File: src/rtl/div_pkg.sv
// Shared types and constants for the iterative divider: FSM encodings, widths, magnitude helper.
package div_pkg;

  localparam int DIV_WIDTH = 32;
  localparam int DIV_CNT_W = 5;

  typedef enum logic [1:0] {
    IDLE = 2'd0,
    BUSY = 2'd1,
    FIX  = 2'd2,
    DONE = 2'd3
  } div_state_t;

  // Two's-complement magnitude; 0x80000000 maps onto itself, which the unsigned core handles.
  function automatic logic [DIV_WIDTH-1:0] mag(input logic [DIV_WIDTH-1:0] v, input logic is_signed);
    return (is_signed && v[DIV_WIDTH-1]) ? -v : v;
  endfunction

endpackage

File: src/rtl/div_step.sv
// One restoring shift-subtract step on a 33-bit partial remainder; purely combinational.
module div_step
  import div_pkg::*;
(
  input  logic [DIV_WIDTH:0]   rem_in,
  input  logic                 dvd_bit,
  input  logic [DIV_WIDTH-1:0] divisor,
  output logic [DIV_WIDTH:0]   rem_out,
  output logic                 q_bit
);

  logic [DIV_WIDTH+1:0] shifted;

  // One extra bit keeps the compare exact even when the remainder carries into bit 32 (divisor 0).
  always_comb begin
    shifted = {rem_in, dvd_bit};
    q_bit   = (shifted >= {2'b00, divisor});
    rem_out = q_bit ? (DIV_WIDTH+1)'(shifted - {2'b00, divisor}) : (DIV_WIDTH+1)'(shifted);
  end

endmodule

File: src/rtl/iter_div.sv
// Iterative 32-bit signed/unsigned divider: result_valid 34 cycles after acceptance, held until result_ready.
// ITER_DIV_ZERO_FAST_EN: divisor=0 bypasses the iteration and completes 1 cycle after acceptance.
module iter_div
  import div_pkg::*;
(
  input  logic                 clk,
  input  logic                 resetn,
  input  logic                 start,
  input  logic                 signed_op,
  input  logic [DIV_WIDTH-1:0] dividend,
  input  logic [DIV_WIDTH-1:0] divisor,
  input  logic                 cancel,
  output logic                 ready,
  output logic                 result_valid,
  input  logic                 result_ready,
  output logic [DIV_WIDTH-1:0] quotient,
  output logic [DIV_WIDTH-1:0] remainder
);

  div_state_t           state, next_state;
  logic [DIV_CNT_W-1:0] cnt;
  logic [DIV_WIDTH:0]   rem_work;
  logic [DIV_WIDTH:0]   rem_nxt;
  logic [DIV_WIDTH-1:0] q_work;
  logic [DIV_WIDTH-1:0] dsr;
  logic                 q_bit;
  logic                 neg_q;
  logic                 neg_r;
  logic                 div_zero;

  assign div_zero     = (divisor == '0);
  assign ready        = (state == IDLE);
  assign result_valid = (state == DONE);

  div_step u_step (
    .rem_in  (rem_work),
    .dvd_bit (q_work[DIV_WIDTH-1]),
    .divisor (dsr),
    .rem_out (rem_nxt),
    .q_bit   (q_bit)
  );

  always_ff @(posedge clk or negedge resetn) begin
    if (!resetn) state <= IDLE;
    else         state <= next_state;
  end

  always_comb begin
    next_state = state;
    unique case (state)
      IDLE: begin
        if (start) begin
`ifdef ITER_DIV_ZERO_FAST_EN
          next_state = div_zero ? DONE : BUSY;
`else
          next_state = BUSY;
`endif
        end
      end
      BUSY:    if (cnt == '1) next_state = FIX;
      FIX:     next_state = DONE;
      DONE:    if (result_ready) next_state = IDLE;
      default: next_state = IDLE;
    endcase
    if (cancel) next_state = IDLE;
  end

  // The quotient register doubles as the dividend shifter: its MSB feeds each step.
  always_ff @(posedge clk or negedge resetn) begin
    if (!resetn) begin
      cnt       <= '0;
      rem_work  <= '0;
      q_work    <= '0;
      dsr       <= '0;
      neg_q     <= 1'b0;
      neg_r     <= 1'b0;
      quotient  <= '0;
      remainder <= '0;
    end else if (cancel) begin
      cnt <= '0;
    end else begin
      unique case (state)
        IDLE: begin
          if (start) begin
            cnt      <= '0;
            rem_work <= '0;
            q_work   <= mag(dividend, signed_op);
            dsr      <= mag(divisor, signed_op);
            // Divide-by-zero keeps the all-ones quotient; remainder sign fix restores the dividend.
            neg_q    <= signed_op & (dividend[DIV_WIDTH-1] ^ divisor[DIV_WIDTH-1]) & ~div_zero;
            neg_r    <= signed_op & dividend[DIV_WIDTH-1];
`ifdef ITER_DIV_ZERO_FAST_EN
            if (div_zero) begin
              quotient  <= '1;
              remainder <= dividend;
            end
`endif
          end
        end
        BUSY: begin
          cnt      <= cnt + 1'b1;
          rem_work <= rem_nxt;
          q_work   <= {q_work[DIV_WIDTH-2:0], q_bit};
        end
        FIX: begin
          quotient  <= neg_q ? -q_work : q_work;
          remainder <= neg_r ? -rem_work[DIV_WIDTH-1:0] : rem_work[DIV_WIDTH-1:0];
        end
        default: ;
      endcase
    end
  end

endmodule

File: config.mk
export PLATFORM = sky130hd
export DESIGN_NAME = iter_div
export DESIGN_NICKNAME = d
export VERILOG_FILES = /design/src/rtl/div_pkg.sv /design/src/rtl/div_step.sv /design/src/rtl/iter_div.sv
export SDC_FILE = /design/constraint.sdc
export NUM_CORES = 1
export LEC_CHECK = 0
export BUFFER_PORTS_ARGS = -buffer_cell sky130_fd_sc_hd__buf_2
export CORE_ASPECT_RATIO = 0.7
export CORE_UTILIZATION = 35
export DETAILED_ROUTE_END_ITERATION = 8
export SLEW_MARGIN = 5
export SYNTH_ARGS = -nofsm -noshare
export SYNTH_HDL_FRONTEND = slang
export SYNTH_SLANG_ARGS = --single-unit
File: constraint.sdc
create_clock -name clk -period 6.3 [get_ports clk]
set_input_delay 0.315 -clock clk [delete_from_list [all_inputs] [get_ports clk]]
set_output_delay 0.315 -clock clk [all_outputs]
set_load 0.02 [all_outputs]
==> out/summary.md, run 1 <==
The flow ran to the end, and the final reports show no timing, DRC or antenna violations. For this run, the detailed router's first-pass iteration total came to 5. The placement-stage cell area came out at 12200 sq um. The logs give 31300 sq um for the total core area and 0.45 ns for the source-to-sink clock delay at the later pin of the worst-skew pair. The initial utilization of the core area, before any placement, comes to 35.8%.

TritonCTS built the clock tree. Initial antenna violation count: 3. By startpoint and endpoint, the worst setup path is classified as reg2reg. In the routed design, unresolved DRC markers number 0. The count of buffers added on input and output ports is 135. The maximum clock path buffer count is 2.

The worst setup path is launched from a flop. After synthesis, the most frequently instantiated cells are sky130_fd_sc_hd__nand2_1 (207), sky130_fd_sc_hd__o21ai_0 (203), sky130_fd_sc_hd__dfrtp_1 (170), sky130_fd_sc_hd__a21oi_1 (86), sky130_fd_sc_hd__xor2_1 (86). The run gives 0 as the total congestion overflow.

The timing startpoint of the critical path is q_work[31]. For the sequential-to-total area share from yosys stat, the log shows 38.0%. The finished cells cover 12800 sq um.

After clock tree synthesis, the repair step resized 0 gates. The tools report the number of clock buffers inserted by TritonCTS as 17. Setup violations remaining at the end of the flow were counted as 0. Routing layer with the top usage in global route: met1. In this run, synthesis produced a sequential element count of 170.

The die is 152 microns tall. The final routed wire length divided by cell count works out to 16.8 microns. The tools report the number of vias in the routed layout as 9825. Sorting the synthesized cells by area gives the leading types as sky130_fd_sc_hd__dfrtp_1 (38%), sky130_fd_sc_hd__o21ai_0 (9.1%), sky130_fd_sc_hd__nand2_1 (6.9%), sky130_fd_sc_hd__xor2_1 (6.7%), sky130_fd_sc_hd__ha_1 (4.7%). In this run, distinct cell masters in the synthesized netlist total 68.

The tool flagged a number of max-cap violations equal to 0. In this run the post-CTS setup repair buffer count came out at 0. STA classifies the critical path endpoint as a flop.

Clock skew on the completed layout was measured at 0.0175 ns. The number of nets in the finished design is 1548. The routed design could run at a clock period as short as 4.16 ns.

The worst hold path belongs to the class in2reg. The cell row count came out at 54. Final cell utilization of the core: 41.0%. The TritonCTS sink count is 170. Among all flip-flop cells after synthesis, the most frequent one is sky130_fd_sc_hd__dfrtp_1.

After legalization and detailed placement, the total HPWL measured 23.8 mm. sky130_fd_sc_hd__nand2_1 is the most common cell in the netlist. The number of nets in the synthesized netlist is 1453. The synthesized design spends more area on one cell type than any other, namely sky130_fd_sc_hd__dfrtp_1. For the arrival time of data at the critical path endpoint, the log shows 4.45 ns.

In the routed layout, each cell is associated on average with a via count of 5.26. The detailed router's first-iteration violation count was 833. In the global route stage, met3 resource usage came out at 5.21%. Summed over all layers, the routed wires come to 31.4 mm. The number of global-route vias before repair was 8990. The tools report the data required time of the critical path as 6.59 ns. Entering global routing, the biggest net connects 129 pins.

In this run the power density over the cells is 568 nW/um^2. Static timing analysis puts the maximum clock frequency at 0.241 GHz. The count of pins over their slew limit was 0; the filler cell count in the final layout was 3091.

In this run the horizontal extent of the chip is 216 microns. Registers take 4250 sq um. The area share of the largest cell type after synthesis is 38.0%, and the boundary pin count is 136. The run gives 4 as the H-tree depth reported by CTS. The maximum ir drop on the vdd rail is 0.237 mV. The tools report the buffer type at the clock tree root as sky130_fd_sc_hd__clkbuf_16.

The met1 track utilization from global routing was 32.2%. The final-layout setup total negative slack is 0 ns. The overall global routing resource usage was 19.6%; the Yosys warning count was 0. Routability-driven placement finished with a final weighted congestion of 0.898.

The per-instance average area after synthesis was 8.36 sq um. The run gives 24.2% as the global routing met2 resource utilization. The slew at the pin closest to its max-slew limit was 1.09 ns. The final critical-path share of the clock period is 66.0%, and the async set or reset register ratio after synthesis is 100%. From synthesis to final layout, the design area changed by 14.5%. The cell leakage power was 0.00599 uW; the netlist area before placement was 11200 sq um.

Final hold violation count: 0. The die covers 32700 sq um. In this run the most critical hold path is launched from divisor[9].

The layout cell share with drive strength beyond 1 was 13.4%; the gate count after technology mapping was 1340. In this run the worst path has a maximum fanout of 22. The number of flops mapped to enable cells by yosys is 0. The detail route stage leaves a number of antenna-violating nets equal to 0.

The clock-pin transition on the worst setup and hold timing paths was 0.07 ns; the area of combinational cells with multiple inputs was 6470 sq um. The first global-routing pass estimated 50.3 mm of wire. Setup repair after global routing left no endpoint under its margin.

The run gives 27.4% as the relative slew slack. The worst reg2reg path startpoint is q_work[31].
-- power by group --
part	internal [uW]	switching [uW]
Combinational	1620	2540
Sequential	1530	520
Clock	578	489
Total	3730	3550
-- critical path, stage by stage, from the launching register on --
cell and delay [ns]:
sky130_fd_sc_hd__dfrtp_1 0.39, sky130_fd_sc_hd__inv_1 0.10, sky130_fd_sc_hd__ha_1 0.15, sky130_fd_sc_hd__inv_1 0.06, sky130_fd_sc_hd__fa_1 0.39, sky130_fd_sc_hd__a21o_1 0.22, sky130_fd_sc_hd__a221oi_2 0.31, sky130_fd_sc_hd__a21oi_1 0.21
sky130_fd_sc_hd__and3_1 0.21, sky130_fd_sc_hd__nor3b_2 0.24, sky130_fd_sc_hd__o21ai_1 0.18, sky130_fd_sc_hd__a211oi_4 0.71, sky130_fd_sc_hd__buf_4 0.47, sky130_fd_sc_hd__mux2i_1 0.25, sky130_fd_sc_hd__o21ai_0 0.09
-- worst paths after layout --
kind	slack (ns)	cells after the start	to
max	2.14	14	rem_work[6]
min in group asynchronous	0.44	2	dsr[9]
max reg2reg	2.14	14	rem_work[6]
min	0.19	3	dsr[9]
min reg2reg	0.47	2	quotient[28]
max in group asynchronous	4.61	3	quotient[30]
-- through the flow --
step	hold WS [ns]	worst slack [ns]	std cells	total power (uW)
after detailed placement	0.363	2.16	1835	6200
after CTS	0.179	2.13	1868	7290
after global placement	0.367	2.32	1835	6140
after global routing	0.201	1.87	1868	7910
final	0.190	2.14	1869	7280
after floorplan	0.0194	3.04	1340	5040
-- area by class of cell --
class | instances | area share, %
multi-input combinational | 1040 | 50.4
tap | 420 | 4.10
clock buffer | 20 | 3.56
clock inverter | 12 | 1.02
sequential | 170 | 33.2
inverter | 61 | 1.78
timing repair buffer | 145 | 5.92
antenna | 1 | 0.0195
-- registers in the layout, summed over array words and instances, names as in the netlist --
signal and flops:
remainder 32, state 2, neg_r 1, dsr 32, neg_q 1, cnt 5
quotient 32, q_work 32, rem_work 33
-- cell usage in the layout (no fill, tap or decap), types with 3 or more instances in the layout --
cell	n
sky130_fd_sc_hd__or3_1	14
sky130_fd_sc_hd__o21ai_0	203
sky130_fd_sc_hd__a21oi_1	86
sky130_fd_sc_hd__inv_6	4
sky130_fd_sc_hd__mux2i_1	27
sky130_fd_sc_hd__clkinv_4	3
sky130_fd_sc_hd__nand4_1	7
sky130_fd_sc_hd__a21o_1	15
sky130_fd_sc_hd__o21ai_1	6
sky130_fd_sc_hd__nor2_1	77
sky130_fd_sc_hd__a31oi_1	8
sky130_fd_sc_hd__nand2_1	207
sky130_fd_sc_hd__ha_1	41
sky130_fd_sc_hd__a32oi_1	14
sky130_fd_sc_hd__and3_1	8
sky130_fd_sc_hd__inv_1	61
sky130_fd_sc_hd__nor2b_1	8
sky130_fd_sc_hd__xnor2_1	57
sky130_fd_sc_hd__a211oi_1	5
sky130_fd_sc_hd__a221o_1	3
sky130_fd_sc_hd__o41ai_1	12
sky130_fd_sc_hd__nand2b_1	10
sky130_fd_sc_hd__buf_2	134
sky130_fd_sc_hd__nor4_1	13
sky130_fd_sc_hd__o21a_1	6
sky130_fd_sc_hd__or2_2	5
sky130_fd_sc_hd__o31ai_1	22
sky130_fd_sc_hd__clkbuf_16	17
sky130_fd_sc_hd__and2_1	6
sky130_fd_sc_hd__or4_1	18
sky130_fd_sc_hd__nor3_1	19
sky130_fd_sc_hd__buf_4	9
sky130_fd_sc_hd__xor2_1	86
sky130_fd_sc_hd__dfrtp_1	170
sky130_fd_sc_hd__nand3_1	8
sky130_fd_sc_hd__or2_1	3
sky130_fd_sc_hd__a211o_1	3
-- routing by layer --
layer	vias up	routed length, microns
met5	-	18
met4	4	225
met3	19	2420
met2	292	11400
met1	4582	17400
li1	4928	-
-- repair_timing --
item,4_1_cts,5_1_grt
hold endpoints to repair,66,0
setup endpoints to repair,0,0
hold buffers,1,0
-- logic make-up after synthesis --
kind of cell / after synthesis / synth area share [%]
AOI/OAI and AO/OA: 410 / 21.8
xor gates and xnor gates: 143 / 11.2
buffers and inverters: 130 / 4.45
DFF: 170 / 38.0
muxes: 27 / 2.41
and+or+nand+nor: 417 / 17.3
adders and majority gates: 43 / 4.87
(Power assumes the default switching activity.)
==> inputs of run 2 (changes only) <==
--- a/config.mk
+++ b/config.mk
@@ -5,6 +5,7 @@
 export SDC_FILE = /design/constraint.sdc
 export NUM_CORES = 1
 export LEC_CHECK = 0
+export ABC_AREA = 1
 export BUFFER_PORTS_ARGS = -buffer_cell sky130_fd_sc_hd__buf_2
 export CORE_ASPECT_RATIO = 0.7
 export CORE_UTILIZATION = 35
==> constraint.sdc (replaced) <==
create_clock -name clk -period 3.4 [get_ports clk]
set_input_delay 0.17 -clock clk [delete_from_list [all_inputs] [get_ports clk]]
set_output_delay 0.17 -clock clk [all_outputs]
set_load 0.02 [all_outputs]
==> run 2 against run 1 <==
  * Non-clock buffer count rose by 7
  * Final cell count rose by 43%
  * Clock-buffer cell count rose by 1
  * Maximum frequency rose by 55%
  * Area after synthesis rose by 19%
  * Synthesized cell count rose by 54%
  * Die area rose by 19%
  * Core utilization fell by 0.76 points
  * Setup slack got worse by 1.4 ns
  * Largest cell class unchanged
==> out/summary.md, run 2 <==
The number of global-route vias before repair was 12500 (+39%). The async set or reset register ratio after synthesis came out at 100% (unchanged). The logs give 0 ns (unchanged) for the final-layout setup total negative slack and 40.3% (-0.76 points) for the final cell utilization of the core.

For the post-layout instance count excluding filler cells, the log shows 2669 (+43%). The logs give 0.0138 ns (-0.00375 ns) for the worst clock skew and 0.935 (+4.1%) for the weighted congestion reported at the end of routability-driven placement. Sorting the synthesized cells by how often they occur yields sky130_fd_sc_hd__nand2_1 (636), sky130_fd_sc_hd__inv_1 (286), sky130_fd_sc_hd__nand3_1 (202), sky130_fd_sc_hd__nor2_1 (175), sky130_fd_sc_hd__dfrtp_1 (170). The gate count after technology mapping is 2059 (+54%). The HPWL after detailed placement is 38.0 mm (+60%). In the post-synthesis netlist, the biggest area contributors are sky130_fd_sc_hd__dfrtp_1 (32%), sky130_fd_sc_hd__nand2_1 (18%), sky130_fd_sc_hd__inv_1 (8.1%), sky130_fd_sc_hd__nand3_1 (7.6%), sky130_fd_sc_hd__o21ai_0 (5.2%). The run gives 0.00809 uW (+35%) as the cell leakage power. The floorplan die width works out to 235 microns (+9.0%).

STA classifies the critical path startpoint as a flop. The run gives 1269 (+52%) as the detailed router's first-iteration violation count. The leading cell type by number of instances after synthesis was sky130_fd_sc_hd__nand2_1. The final period demand of the worst path came out at 2.68 ns (-1.47 ns). The netlist area before placement was 13300 sq um (+19%). The peak clock frequency supported by timing is 0.373 GHz (+55%), and the length in cells of the worst reg-to-reg path is 11 (-3). The number of setup violations in the final report is 0 (unchanged).

The Yosys warning count is 0 (unchanged). The logs give 24.6% (+5.0 points) for the overall global routing resource usage and 31.9% (-6.1 points) for the sequential-to-total area share from yosys stat. The final routed wire length divided by cell count is 17.7 microns (+5.5%), and the flip-flop count of the largest register, all copies and words added is 33 (unchanged). The area share of the largest cell type after synthesis was 31.9% (-6.1 points). For the final hold violation count, the log shows 0 (unchanged). The number of buffers added on ports was 135 (unchanged); the boundary pin count was 136 (unchanged). Filler cell count in the final layout: 4033 (+30%).

The data required time of the critical path came out at 3.69 ns (-2.90 ns). The most common cell after layout, fill and taps aside is sky130_fd_sc_hd__nand2_1. The tools report the number of nets in the finished design as 2282 (+47%). The source-to-sink clock delay at the later pin of the worst-skew pair is 0.45 ns (about the same). The detailed-router iteration count before antenna repair was 5 (unchanged); the synthesis-stage register bit count was 170 (unchanged). The die extent in y was 165 microns (+9.0%); the pin count of the biggest net entering global routing was 96 (-26%).

The starting density of the core is 35.7% (-0.13 points), and the wire length of the first global-routing pass is 72.9 mm (+45%). The antenna diode count came out at 0 (-1). The average vias per placed instance was 5.10 (-3.0%); the DRC violation count after routing was 0 (unchanged). The tools report the count of pins over their slew limit as 0 (unchanged). The maximum clock path buffer count is 2 (unchanged). The top flip-flop cell by instance count after synthesis was sky130_fd_sc_hd__dfrtp_1. The cell row count came out at 59 (+9.3%). The top cell type by total area after synthesis is sky130_fd_sc_hd__dfrtp_1.

The critical path is of the reg2reg type. The tools report the number of cells after detailed placement as 2636 (+44%). Total core area: 37400 sq um (+19%). The net count after synthesis was 2172 (+49%); the TritonCTS sink count was 170 (unchanged). The maximum ir drop on the vdd rail came out at 0.558 mV (+140%). The run finished with clean final reports. In this run the clock root is driven by a sky130_fd_sc_hd__clkbuf_16. The buffer count from post-CTS setup fixing came out at 0 (unchanged). Class of the tightest hold or removal check: in2reg. The die area was 38900 sq um (+19%); the number of nets with antenna violations after routing was 0 (unchanged). Leaving out fill and tap cells, the most frequent cells in the layout are sky130_fd_sc_hd__nand2_1 (635), sky130_fd_sc_hd__inv_1 (286), sky130_fd_sc_hd__nand3_1 (202). The tools report the arrival time of data at the critical path endpoint as 2.98 ns (-1.47 ns). The cell count of the worst hold path is 3 (unchanged), and the post-cts gate resize count is 0 (unchanged). The max-capacitance violation count was 0 (unchanged); the initial antenna violation count was 2 (-1).

The layout cell share with drive strength beyond 1 was 11.0% (-2.4 points). Per-instance average area after synthesis: 6.47 sq um (-23%). The power density normalized to cell area was 1030 nW/um^2 (+82%). TritonCTS built the clock tree. The clock-pin transition on the worst setup and hold timing paths is 0.07 ns (about the same).

Total congestion overflow: 0 (unchanged). The final critical-path share of the clock period was 78.9% (+13 points); the number of vias in the routed layout was 13600 (+39%). For the relative slew slack, the log shows 17.7% (-9.7 points).

The tools report the count of different cell masters after synthesis as 53 (-22%). The slew at the pin closest to its max-slew limit came out at 1.23 ns (+0.145 ns). The run gives 17 (unchanged) as the number of clock buffers inserted by TritonCTS. The H-tree depth reported by CTS is 4 (unchanged), and the area added between synthesis and finish is 12.8%. The register bank with the most flops was rem_work. Biggest fanout along the worst timing path: 34 (+55%). STA classifies the critical path endpoint as a flop. The number of flops mapped to enable cells by yosys was 0 (unchanged). Setup repair after global routing left no endpoint under its margin. The overall routed net length is 47.4 mm (+51%).
[run 2: cell count changes after synthesis, sizes merged, moves of 41 or more]
cell / previous run / this run
nand2: 207 / 651
xnor2: 57 / 16
inv: 61 / 293
o21ai: 210 / 151
nand3: 9 / 208
nor2: 77 / 190
[run 2: cell type report]
| cell class | instances | area, sq um | share of cell area [%] |
|---|---|---|---|
| multi-input combinational | 1525 | 7650 | 50.9 |
| sequential | 170 | 4250 | 28.3 |
| inverter | 303 | 1140 | 7.56 |
| timing repair buffer | 152 | 827 | 5.50 |
| tap | 488 | 611 | 4.06 |
| clock buffer | 21 | 460 | 3.06 |
| clock inverter | 10 | 96.3 | 0.641 |
[run 2: logic make-up (layout without fill, tap and decap cells)]
logic type | Yosys count | count (layout) | share of synthesized area, %
compound gates | 270 | 270 | 11.1
xor+xnor | 78 | 78 | 5.13
fa+ha+maj | 43 | 43 | 4.09
buf+inv | 364 | 486 | 10.8
flops | 170 | 170 | 31.9
simple gates | 1134 | 1134 | 37.0
[run 2: final timing paths]
kind | slack [ns] | startpoint | end
min | 0.04 | divisor[0] | dsr[0]
min reg2reg | 0.48 | quotient[29] | quotient[29]
max in group asynchronous | 2.16 | resetn | q_work[17]
min in group asynchronous | 0.34 | resetn | quotient[17]
max reg2reg | 0.72 | rem_work[5] | q_work[0]
max | 0.72 | rem_work[5] | q_work[0]
[run 2: through the flow]
stage	instance area [sq um]	power [uW]	worst slack, ns	hold WS (ns)
floorplan	13300	10400	1.38	-0.126
global placement	14500	13400	0.813	0.267
detailed placement	14500	13400	0.777	0.269
CTS	15000	15400	0.757	0.0294
global route	15000	16900	0.559	0.0618
finish	15000	15500	0.716	0.0421
[run 2: metal layers]
metal | GRT usage [%] | vias up | share of wire, %
met4 | 4.81 | 2 | 1.1
met5 | 0 | - | 0.025
met1 | 38.5 | 6303 | 52
met2 | 32.7 | 481 | 37
met3 | 6.73 | 34 | 8.9
li1 | - | 6790 | -
[run 2: power breakdown]
part	internal (uW)	total, uW	switching (uW)
sequential	2890	3710	820
combinational	3040	9900	6860
clock	1040	1920	876
[run 2: critical path: stages (launching register included)]
cell	delay [ns]
sky130_fd_sc_hd__dfrtp_1	0.50
sky130_fd_sc_hd__ha_1	0.40
sky130_fd_sc_hd__nand2_1	0.14
sky130_fd_sc_hd__nor2_1	0.10
sky130_fd_sc_hd__nand2_1	0.15
sky130_fd_sc_hd__nor2_1	0.11
sky130_fd_sc_hd__nand2_2	0.10
sky130_fd_sc_hd__nand3_4	0.08
sky130_fd_sc_hd__nor2_8	0.45
sky130_fd_sc_hd__nand2_8	0.24
sky130_fd_sc_hd__nor2_1	0.15
sky130_fd_sc_hd__o22ai_1	0.07
[run 2: what timing repair did]
action                                 4_1_cts  5_1_grt
setup endpoints to repair                    0        0
endpoints found under the hold margin       74        0
hold buffers                                 2        0
